## src/rtl/mux_arbiter.sv

```systemverilog
// Two-requester round-robin arbiter with bounded hold, driving a 2:1 mux select.
// Optional grant-entry counters are enabled by defining MUX_ARB_STATS_EN.
module mux_arbiter #(
    parameter int WIDTH    = 1,
    parameter int MAX_HOLD = 4
) (
    input  logic             clk,
    input  logic             reset,
    input  logic             req_a,
    input  logic             req_b,
    input  logic [WIDTH-1:0] data_a,
    input  logic [WIDTH-1:0] data_b,
    output logic             gnt_a,
    output logic             gnt_b,
    output logic             sel,
    output logic             valid_out,
`ifdef MUX_ARB_STATS_EN
    output logic [7:0]       grant_cnt_a,
    output logic [7:0]       grant_cnt_b,
`endif
    output logic [WIDTH-1:0] data_out
);

    typedef enum logic [1:0] {
        IDLE  = 2'd0,
        OWN_A = 2'd1,
        OWN_B = 2'd2
    } state_t;

    localparam logic [3:0] HOLD_LAST = 4'(MAX_HOLD - 1);

    state_t     state;
    state_t     state_nxt;
    logic [3:0] hold_cnt;
    logic [3:0] hold_cnt_nxt;
    logic       last_b;
    logic       last_b_nxt;
    logic       sel_nxt;

    always_ff @(posedge clk) begin
        if (reset) begin
            state    <= IDLE;
            hold_cnt <= 4'd0;
            last_b   <= 1'b1;
            sel      <= 1'b0;
        end else begin
            state    <= state_nxt;
            hold_cnt <= hold_cnt_nxt;
            last_b   <= last_b_nxt;
            sel      <= sel_nxt;
        end
    end

    always_comb begin
        state_nxt    = state;
        hold_cnt_nxt = hold_cnt;
        last_b_nxt   = last_b;
        sel_nxt      = sel;

        unique case (state)
            IDLE: begin
                if (req_a && req_b) begin
                    state_nxt = last_b ? OWN_A : OWN_B;
                end else if (req_a) begin
                    state_nxt = OWN_A;
                end else if (req_b) begin
                    state_nxt = OWN_B;
                end
            end
            OWN_A: begin
                if (!req_a) begin
                    state_nxt = req_b ? OWN_B : IDLE;
                end else if (req_b && hold_cnt == HOLD_LAST) begin
                    state_nxt = OWN_B;
                end else if (req_b) begin
                    hold_cnt_nxt = hold_cnt + 4'd1;
                end
            end
            OWN_B: begin
                if (!req_b) begin
                    state_nxt = req_a ? OWN_A : IDLE;
                end else if (req_a && hold_cnt == HOLD_LAST) begin
                    state_nxt = OWN_A;
                end else if (req_a) begin
                    hold_cnt_nxt = hold_cnt + 4'd1;
                end
            end
            default: state_nxt = IDLE;
        endcase

        // Any change of owner restarts the hold window and records who was served.
        if (state_nxt != state && state_nxt == OWN_A) begin
            hold_cnt_nxt = 4'd0;
            last_b_nxt   = 1'b0;
            sel_nxt      = 1'b0;
        end else if (state_nxt != state && state_nxt == OWN_B) begin
            hold_cnt_nxt = 4'd0;
            last_b_nxt   = 1'b1;
            sel_nxt      = 1'b1;
        end
    end

    assign gnt_a     = (state == OWN_A);
    assign gnt_b     = (state == OWN_B);
    assign valid_out = gnt_a | gnt_b;
    assign data_out  = valid_out ? (sel ? data_b : data_a) : '0;

`ifdef MUX_ARB_STATS_EN
    logic enter_a;
    logic enter_b;

    assign enter_a = (state != OWN_A) && (state_nxt == OWN_A);
    assign enter_b = (state != OWN_B) && (state_nxt == OWN_B);

    always_ff @(posedge clk) begin
        if (reset) begin
            grant_cnt_a <= 8'd0;
            grant_cnt_b <= 8'd0;
        end else begin
            if (enter_a && grant_cnt_a != 8'hFF) begin
                grant_cnt_a <= grant_cnt_a + 8'd1;
            end
            if (enter_b && grant_cnt_b != 8'hFF) begin
                grant_cnt_b <= grant_cnt_b + 8'd1;
            end
        end
    end
`endif

endmodule
```

## config.mk

```make
export PLATFORM = sky130hd
export DESIGN_NAME = mux_arbiter
export DESIGN_NICKNAME = d
export VERILOG_FILES = /design/src/rtl/mux_arbiter.sv
export SDC_FILE = /design/constraint.sdc
export NUM_CORES = 1
export LEC_CHECK = 0
export BUFFER_PORTS_ARGS = -buffer_cell sky130_fd_sc_hd__buf_4
export CORE_AREA = 2 2 39 41
export CTS_CLUSTER_DIAMETER = 60
export DETAILED_ROUTE_END_ITERATION = 8
export DIE_AREA = 0 0 41 43
export PLACE_DENSITY = 0.67
export SETUP_SLACK_MARGIN = 0.3
export SLEW_MARGIN = 40
export SYNTH_ARGS = -nofsm -noshare
export SYNTH_HDL_FRONTEND = slang
export SYNTH_SLANG_ARGS = --single-unit
```

## constraint.sdc

```tcl
create_clock -name clk -period 2.6 [get_ports clk]
set_input_delay 0.26 -clock clk [delete_from_list [all_inputs] [get_ports clk]]
set_output_delay 0.26 -clock clk [all_outputs]
set_load 0.02 [all_outputs]
```

==> flow_metrics.env, run 1 <==
export IMPL_holdPathEnd="state[1]"
export IMPL_synth_edf_count=0
export IMPL_synth_area_leaders="dfxtp_1 27%, ha_1 10%, a32oi_4 4.6%, nor4_1 4.2%, a21o_1 3.8%"
export IMPL_grt_ovfl_total=0
export IMPL_crit_buf_inv=1
export IMPL_drt_pass1_iterations=2
export IMPL_required_ns=2.75
export IMPL_ant_nets=0
export IMPL_num_io_pins=11
export IMPL_clockBufferDepth=2
export IMPL_synth_top_area_share_pct=26.8
export IMPL_post_synth_cell_area_avg_um2=9.20
export IMPL_grt_max_degree=11
export IMPL_max_stage_delay_ns=0.46
export IMPL_clkLatencyLatePin_ns=0.25
export IMPL_yosys_warnings=0
export IMPL_routed_wl_um=1150
export IMPL_finalNetCount=89
export IMPL_slowest_stage="dfxtp_1"
export IMPL_antenna_found_initial=0
export IMPL_clock_tree_root_cell="clkbuf_4"
export IMPL_cpLargestDelayFamily="compound AO/OA/AOI/OAI gates"
export IMPL_synth_cell_types=35
export IMPL_post_cts_resize_count=0
export IMPL_grt_pass1_wl_um=1950
export IMPL_grt_pass1_vias=513
export IMPL_fin_skew_ns=0.00320
export IMPL_worstPathMaxFanout=8
export IMPL_fin_ws_ns=0.555
export IMPL_ys_seq_area_share_pct=26.8
export IMPL_hold_viol=0
export IMPL_max_cap_violations=0
export IMPL_htreeDepth=1
export IMPL_track_usage_pct=16.2
export IMPL_relSlewSlack_pct=75.2
export IMPL_via_per_inst=5.73
export IMPL_p_total_mw=0.502
export IMPL_hold_buffers=0
export IMPL_drcViolationCount=0
export IMPL_setup_tns_ns=0
export IMPL_reg2reg_from="state[1]"
export IMPL_reg2reg_slack_ns=0.56
export IMPL_cts_sinks=8
export IMPL_cts_tree="done"
export IMPL_reg2reg_depth=7
export IMPL_avgRoutedWirePerCell_um=12.5
export IMPL_power_density_nw_per_um2=710
export IMPL_startpoint_type="flip-flop"
export IMPL_die_w_um=41
export IMPL_final_setup_viol_count=0
export IMPL_port_buffers=10
export IMPL_p_leak_nw=0.315
export IMPL_rsz0062_at_grt="false"
export IMPL_path_cells="inv_1 -> ha_1 -> a21o_1 -> a32o_1 -> a32oi_4 -> nor3_2 -> nor4_1"
export IMPL_synthesis_area_um2=598
export IMPL_path_clk_slew_ns=0.05
export IMPL_worstSetupPathType="reg -> reg"
export IMPL_yosysTopAreaCell="dfxtp_1"
export IMPL_drive_gt1_share_pct=25.0
export IMPL_dp_hpwl_um=902
export IMPL_gp_congestion=0.807
export IMPL_drtIter0Drc=17
export IMPL_whs_path_depth=2
export IMPL_worstReg2RegEnd="hold_cnt[2]"
export IMPL_cts_buffers=3
export IMPL_die_y_um=43
export IMPL_hp_start="reset"
export IMPL_syn_inst=65
export IMPL_outcome="complete, no violations"
export IMPL_synthToLayoutAreaGrowth_pct=18.2
export IMPL_endpoint_kind="flip-flop"
export IMPL_cts_setup_buffers=0
export IMPL_syn_nets=76
export IMPL_arrival_ns=2.20
export IMPL_vias=527
export IMPL_ys_ff_latch=8
export IMPL_post_route_period_util_pct=78.6
export IMPL_synth_top_flop_cell="dfxtp_1"
export IMPL_async_reset_ff_share_pct=0
export IMPL_ir_drop_uv=292
export IMPL_max_freq_mhz=489
export IMPL_core_um2=1380
export IMPL_diodes=0
export IMPL_rows=14
export IMPL_period_needed_ns=2.04
export IMPL_tightest_slew_ns=0.370
export IMPL_place_ws_ns=0.590
export IMPL_hp_class="in -> reg"
export IMPL_initial_core_util_pct=43.2
export IMPL_fin_util_pct=51.1
export IMPL_dieArea_um2=1760
export IMPL_slew_viol_final=0
## logic make-up after synthesis
logic type	Yosys count	share of synthesized area, %
and+or+nand+nor	22	23.2
AOI/OAI and AO/OA	19	28.7
DFF	8	26.8
buffers and inverters	7	4.60
adders and majority gates	5	10.5
xor gates and xnor gates	2	2.93
muxes	2	3.35
## flip-flops by register name (all words and copies together), names as in the netlist
register,cells
state,2
hold_cnt,4
last_b,1
sel,1
## cells in the final DEF (no fill, tap or decap), types with 2 or more instances in the layout
master    instances
buf_4            10
dfxtp_1           8
inv_1             5
ha_1              5
nand2_1           4
nor4_1            4
a21o_1            3
a21oi_1           3
clkbuf_4          3
mux2i_1           2
nor2b_1           2
o21ai_0           2
nor2_1            2
nor3_1            2
## Yosys cell counts, types with 2 or more instances
cell	n
dfxtp_1	8
ha_1	5
inv_1	5
nand2_1	4
nor4_1	4
a21o_1	3
a21oi_1	3
mux2i_1	2
nor2_1	2
nor2b_1	2
nor3_1	2
o21ai_0	2
## how the worst max path moves through the flow
stage | from | end | slack [ns] | depth (start not counted)
floorplan | state[1] | hold_cnt[0] | 0.68 | 7
global placement | state[1] | hold_cnt[1] | 0.58 | 7
detailed placement | state[1] | hold_cnt[3] | 0.59 | 7
CTS | state[1] | hold_cnt[2] | 0.54 | 7
global route | state[0] | hold_cnt[1] | 0.35 | 7
finish | state[1] | hold_cnt[2] | 0.56 | 7
## metrics by stage
stage	hold WS [ns]	instances	cell area, um^2
after floorplan	0.514	65	598
after global placement	0.495	89	684
after detailed placement	0.493	89	684
after CTS	0.225	92	707
after global routing	0.236	92	707
final	0.230	92	707
## worst register-to-register path, stage by stage, from the launching register on
cell     delay (ns)
dfxtp_1        0.46
inv_1          0.13
ha_1           0.27
a21o_1         0.20
a32o_1         0.22
a32oi_4        0.27
nor3_2         0.12
nor4_1         0.28
## final cells by class
class	instances	area, um^2
Sequential cell	8	160
Inverter	5	18.8
Clock buffer	3	22.5
Tap cell	16	20.0
Multi-Input combinational cell	50	410
Fill cell	130	677
Timing Repair Buffer	10	75.1
## power breakdown
group	total, mW	internal (mW)	switching, mW
Sequential	0.164	0.142	0.0226
Clock	0.0957	0.0529	0.0428
Combinational	0.242	0.110	0.132
Total	0.502	0.305	0.197
## layer usage
layer	share of wire [%]	up-vias	routed length (um)	GRT usage [%]
met4	2.9	0	33	14.0
met5	0	-	0	0
met3	5.1	4	59	2.62
met1	48	240	550	19.9
met2	44	16	505	23.1
li1	-	267	-	-
No activity file was read; power rests on OpenSTA's default activity.
==> inputs of run 2 (changes only) <==
Clock period 2.6 ns to 2 ns, I/O delays scaled along.
==> run 2 against run 1 <==
  * Maximum frequency up 17%
  * Sequential cell count unchanged
  * Via count up 9.1%
  * Hold slack worse by 0.055 ns
  * Register-to-register slack worse by 0.30 ns
  * Sequential share of layout area down 2.6 points
  * Cell count up 12%
  * Non-clock buffer count up 10
  * Sequential power up 32%
  * First-iteration DRC count down 94%
  * Clock-buffer cell count up 1
==> flow_metrics.env, run 2 (synthesized netlist as in run 1, its figures left out) <==
export IMPL_drcViolationCount=0
export IMPL_dr_wl_met3_um=56
export IMPL_max_cap_violations=0
export IMPL_power_density_nw_per_um2=914
export IMPL_stdcell_count=103
export IMPL_largest_register_ffs=4
export IMPL_relSlewSlack_pct=79.5
export IMPL_slew_viol_final=0
export IMPL_rsz0062_at_grt="true"
export IMPL_drtIter0Drc=1
export IMPL_avgRoutedWirePerCell_um=13.6
export IMPL_wl_met1_um=644
export IMPL_tightest_slew_ns=0.305
export IMPL_swShare_pct=39.0
export IMPL_p_total_mw=0.799
export IMPL_cts_sinks=8
export IMPL_layout_commonest_cell="buf_4"
export IMPL_grt_max_degree=11
export IMPL_fin_util_pct=63.1
export IMPL_hold_viol=0
export IMPL_multi_input_area_um2=480
export IMPL_core_um2=1380
export IMPL_via_per_inst=5.58
export IMPL_grt_pass1_vias=525
export IMPL_startpoint_type="flip-flop"
export IMPL_antenna_found_initial=0
export IMPL_cts_buffers=3
export IMPL_worstSetupPathType="reg -> reg"
export IMPL_max_freq_mhz=572
export IMPL_fillerInstances=128
export IMPL_clock_tree_root_cell="clkbuf_4"
export IMPL_max_stage_delay_ns=0.36
export IMPL_ant_nets=0
export IMPL_path_cells="ha_4 -> nor3b_4 -> a211o_1 -> a32oi_4 -> nor3_4 -> buf_4 -> o2bb2ai_2"
export IMPL_clkLatencyLatePin_ns=0.26
export IMPL_drt_pass1_iterations=2
export IMPL_grt_pass1_wl_um=2210
export IMPL_final_setup_viol_count=0
export IMPL_arrival_ns=1.89
export IMPL_reg_top3="hold_cnt (4), state (2)"
export IMPL_ir_drop_uv=541
export IMPL_die_w_um=41
export IMPL_fin_skew_ns=0.0135
export IMPL_dr_max_layer_used="met4"
export IMPL_drive_gt1_share_pct=49.4
export IMPL_cts_tree="done"
export IMPL_hp_class="in -> reg"
export IMPL_die_y_um=43
export IMPL_vias=575
export IMPL_setup_tns_ns=0
export IMPL_gp_congestion=0.773
export IMPL_p_leak_nw=0.378
export IMPL_grt_ovfl_total=0
export IMPL_outcome="complete, no violations"
export IMPL_ff_latch_area_um2=175
export IMPL_dp_cells=89
export IMPL_htreeDepth=1
export IMPL_diodes=0
export IMPL_path_clk_slew_ns=0.07
export IMPL_finalNetCount=99
export IMPL_p_clk_share_pct=17.3
export IMPL_rows=14
export IMPL_clockBufferDepth=2
export IMPL_post_route_period_util_pct=87.5
export IMPL_seqPwrFrac_pct=27.0
export IMPL_routed_wl_um=1400
export IMPL_dp_hpwl_um=957
export IMPL_route_met2_wl_um=687
export IMPL_largest_register="hold_cnt"
export IMPL_most_common_layout_cells="20 x buf_4, 4 x nand2_1, 4 x dfxtp_4, 4 x dfxtp_1"
export IMPL_internal_power_mw=0.488
export IMPL_slowest_stage="dfxtp_4"
export IMPL_synthToLayoutAreaGrowth_pct=46.0
export IMPL_required_ns=2.14
export IMPL_port_buffers=10
export IMPL_dieArea_um2=1760
export IMPL_period_needed_ns=1.75
export IMPL_endpoint_kind="flip-flop"
export IMPL_p_sw_mw=0.311
export IMPL_hold_buffers=0
export IMPL_num_io_pins=11
export IMPL_track_usage_pct=18.4
export IMPL_worstPathMaxFanout=6
export IMPL_initial_core_util_pct=43.2
export IMPL_p_comb_share_pct=55.7
## run 2: cell count changes in the layout (fill, tap and decap cells not counted), moves of 2 or more
cell,delta
ha_1,-3
nor4_2,+2
inv_1,-2
buf_4,+10
dfxtp_1,-4
dfxtp_4,+4
nor4_1,-2
ha_4,+3
## run 2: worst paths after layout
check         startpoint  endpoint  slack, ns  depth (start not counted)
min                reset  state[0]       0.17                          2
max          hold_cnt[0]       sel       0.25                          7
min reg2reg          sel       sel       0.53                          2
max reg2reg  hold_cnt[0]       sel       0.25                          7
## run 2: metrics by stage
stage	cell area [um^2]	hold slack, ns	setup slack [ns]
floorplan	637	0.509	0.305
global placement	723	0.427	0.235
detailed placement	723	0.427	0.214
CTS	847	0.157	0.261
global route	873	0.162	0.161
finish	873	0.175	0.251
## run 2: critical path: cells and delay by family (launching register included)
kind	cells	cell delay [ns]
simple gates	2	0.58
compound gates	3	0.41
flops	1	0.36
buf+inv	1	0.17
fa+ha+maj	1	0.12
## run 2: layout make-up
type / count / area share, %
repair buffers: 20 / 17.2
clock buffers: 4 / 3.01
multi-input cells: 50 / 55.0
inverters: 5 / 2.44
well taps: 16 / 2.29
flip-flops and latches: 8 / 20.1
## run 2: what timing repair did
action,4_1_cts,5_1_grt
setup buffers,9,1
resized for setup,8,5
endpoints found under the setup margin,6,6
pin swaps,12,5
## run 2: power by group through the flow
stage	combinational (mW)	clock [mW]	sequential, mW
after CTS	0.443	0.142	0.216
after global placement	0.336	0	0.227
after detailed placement	0.340	0	0.227
after floorplan	0.255	0	0.226
final	0.445	0.138	0.216
after global routing	0.475	0.153	0.218
## run 2: layer usage
| metal | up-vias | track usage [%] |
|---|---|---|
| met3 | 2 | 1.57 |
| met2 | 11 | 27.8 |
| li1 | 286 | - |
| met1 | 276 | 23.7 |
| met4 | 0 | 12.0 |
| met5 | - | 0 |
==> inputs of run 3 (changes only) <==
Settings changed: ABC_AREA set to 1, PLACE_DENSITY 0.67 to not set.
==> run 3 against run 2 <==
  * Sequential share of layout area is 2.6 points higher
  * Final area fell by 17%
  * Highest routed layer unchanged
  * Largest power group unchanged
  * Wire length shrank 18%
  * Register-to-register slack better by 0.16 ns
  * Critical endpoint is now data_out
==> flow_metrics.env, run 3 <==
export IMPL_startpoint="state[1]"
export IMPL_fin_ws_ns=0.377
export IMPL_place_ws_ns=0.262
export IMPL_hold_buffers=0
export IMPL_setup_tns_ns=0
export IMPL_clockBufferDepth=2
export IMPL_clock_tree_root_cell="clkbuf_4"
export IMPL_vias=558
export IMPL_gr_max_usage_layer="met2"
export IMPL_power_density_nw_per_um2=749
export IMPL_post_synth_cell_area_avg_um2=6.46
export IMPL_largest_register="hold_cnt"
export IMPL_drt_pass1_iterations=4
export IMPL_use_met2_pct=21.6
export IMPL_fin_skew_ns=0.00159
export IMPL_synth_most_common_cell="nand2_1"
export IMPL_fin_hold_ws_ns=0.108
export IMPL_use_met3_pct=3.14
export IMPL_rows=14
export IMPL_track_usage_pct=14.3
export IMPL_drive_gt1_share_pct=25.7
export IMPL_period_needed_ns=1.62
export IMPL_grt_ovfl_total=0
export IMPL_synth_top_area_share_pct=28.5
export IMPL_gp_congestion=0.733
export IMPL_cts_sinks=8
export IMPL_htreeDepth=1
export IMPL_grt_pass1_vias=440
export IMPL_worstSetupPathType="reg -> out"
export IMPL_clkLatencyLatePin_ns=0.25
export IMPL_fillerInstances=141
export IMPL_die_w_um=41
export IMPL_ff_latch_area_um2=165
export IMPL_grt_pass1_wl_um=1790
export IMPL_outcome="complete, no violations"
export IMPL_ir_drop_uv=469
export IMPL_drtIter0Drc=8
export IMPL_async_reset_ff_share_pct=0
export IMPL_yosysTopAreaCell="dfxtp_1"
export IMPL_hold_viol=0
export IMPL_syn_inst=87
export IMPL_cts_tree="done"
export IMPL_hp_class="in -> reg"
export IMPL_synth_area_leaders="dfxtp_1 29%, nand2_1 13%, ha_1 11%, nor2_1 11%, inv_1 10%"
export IMPL_multi_input_area_um2=378
export IMPL_drcViolationCount=0
export IMPL_synthTopCellsByCount="20 x nand2_1, 16 x nor2_1, 15 x inv_1, 8 x dfxtp_1, 6 x nand3_1"
export IMPL_synth_edf_count=0
export IMPL_core_um2=1380
export IMPL_die_y_um=43
export IMPL_grt_max_degree=8
export IMPL_synthesis_area_um2=562
export IMPL_layout_commonest_cell="nand2_1"
export IMPL_dp_cells=113
export IMPL_synth_cell_types=16
export IMPL_dieArea_um2=1760
export IMPL_diodes=0
export IMPL_hp_start="reset"
export IMPL_num_io_pins=11
export IMPL_finalNetCount=114
export IMPL_cts_buffers=3
export IMPL_max_freq_mhz=616
export IMPL_worstPathMaxFanout=7
export IMPL_reg2reg_from="state[0]"
export IMPL_ys_ff_latch=8
export IMPL_required_ns=1.80
export IMPL_ant_nets=0
export IMPL_via_per_inst=4.77
export IMPL_initial_core_util_pct=40.6
export IMPL_final_setup_viol_count=0
export IMPL_slew_viol_final=0
export IMPL_routed_wl_um=1140
export IMPL_synthToLayoutAreaGrowth_pct=29.6
export IMPL_endpoint_kind="output port"
export IMPL_p_leak_nw=0.336
export IMPL_reg_top3="hold_cnt (4), state (2)"
export IMPL_post_route_period_util_pct=81.1
export IMPL_port_buffers=10
export IMPL_most_common_layout_cells="20 x nand2_1, 16 x nor2_1, 15 x inv_1"
export IMPL_yosys_warnings=0
export IMPL_syn_nets=98
export IMPL_relSlewSlack_pct=79.3
export IMPL_max_cap_violations=0
export IMPL_fin_util_pct=52.6
export IMPL_ys_seq_area_share_pct=28.5
export IMPL_synth_top_flop_cell="dfxtp_1"
export IMPL_avgRoutedWirePerCell_um=9.74
export IMPL_dp_hpwl_um=837
export IMPL_tightest_slew_ns=0.311
export IMPL_largest_register_ffs=4
export IMPL_startpoint_type="flip-flop"
export IMPL_grtUsageMet1_pct=19.7
export IMPL_antenna_found_initial=0
export IMPL_path_clk_slew_ns=0.06
export IMPL_arrival_ns=1.42
export IMPL_stdcell_count=117
export IMPL_rsz0062_at_grt="false"
[run 3: changes by cell type in the layout (fill, tap and decap cells not counted), moves of 3 or more]
| cell | previous run | this run |
|---|---|---|
| a21o_1 | 3 | 0 |
| a21oi_1 | 3 | 0 |
| buf_4 | 20 | 11 |
| dfxtp_4 | 4 | 1 |
| inv_1 | 3 | 15 |
| nand2_1 | 4 | 20 |
| nand3_1 | 1 | 6 |
| nor2_1 | 2 | 16 |
| o21ai_0 | 2 | 5 |
[run 3: what timing repair did]
action | in CTS | in global routing
setup buffers | 0 | 1
resized for setup | 2 | 8
pin swaps | 0 | 1
setup endpoints to repair | 4 | 7
[run 3: metrics by stage]
stage | power (mW) | instance area [um^2]
2_1_floorplan | 0.333 | 562
3_3_place_gp | 0.398 | 657
3_5_place_dp | 0.397 | 657
4_1_cts | 0.526 | 687
5_1_grt | 0.584 | 728
6_report | 0.545 | 728
[run 3: path summary, 6_finish.rpt]
check | endpoint | slack, ns | cells after the start
min reg2reg | last_b | 0.53 | 4
max reg2reg | hold_cnt[3] | 0.41 | 11
min | state[0] | 0.11 | 2
max | data_out | 0.38 | 5
[run 3: cell families (layout without fill, tap and decap cells)]
| kind of cell | count (synthesis) | in the layout | share of synthesized area [%] |
|---|---|---|---|
| and+or+nand+nor | 46 | 46 | 34.3 |
| buffers and inverters | 16 | 30 | 10.7 |
| AOI/OAI and AO/OA | 9 | 9 | 10.7 |
| DFF | 8 | 8 | 28.5 |
| adders and majority gates | 5 | 5 | 11.1 |
| xor gates and xnor gates | 3 | 3 | 4.68 |
[run 3: worst max-delay path: stages, from the launching register on]
cell and delay (ns):
dfxtp_2 0.40, inv_1 0.12, ha_1 0.32, o21ai_0 0.08, nor2_1 0.09, buf_4 0.15
[run 3: power by group]
| part | total, mW | leakage (nW) | switching (mW) | internal, mW |
|---|---|---|---|---|
| clock | 0.126 | 0.0138 | 0.0568 | 0.0688 |
| sequential | 0.199 | 0.0662 | 0.0213 | 0.178 |
| combinational | 0.220 | 0.256 | 0.129 | 0.0916 |
[run 3: area by class of cell]
cell class	count	share of cell area (%)
Clock buffer	3	3.09
Inverter	16	8.25
Multi-Input combinational cell	63	51.9
Sequential cell	8	22.7
Tap cell	16	2.75
Timing Repair Buffer	11	11.3
[run 3: layer usage]
| layer | part of all wire (%) | vias to the layer above | wire [um] |
|---|---|---|---|
| met5 | 0 | - | 0 |
| met1 | 48 | 247 | 549 |
| met4 | 0.70 | 0 | 8 |
| met2 | 46 | 12 | 529 |
| li1 | - | 297 | - |
| met3 | 4.5 | 2 | 51 |
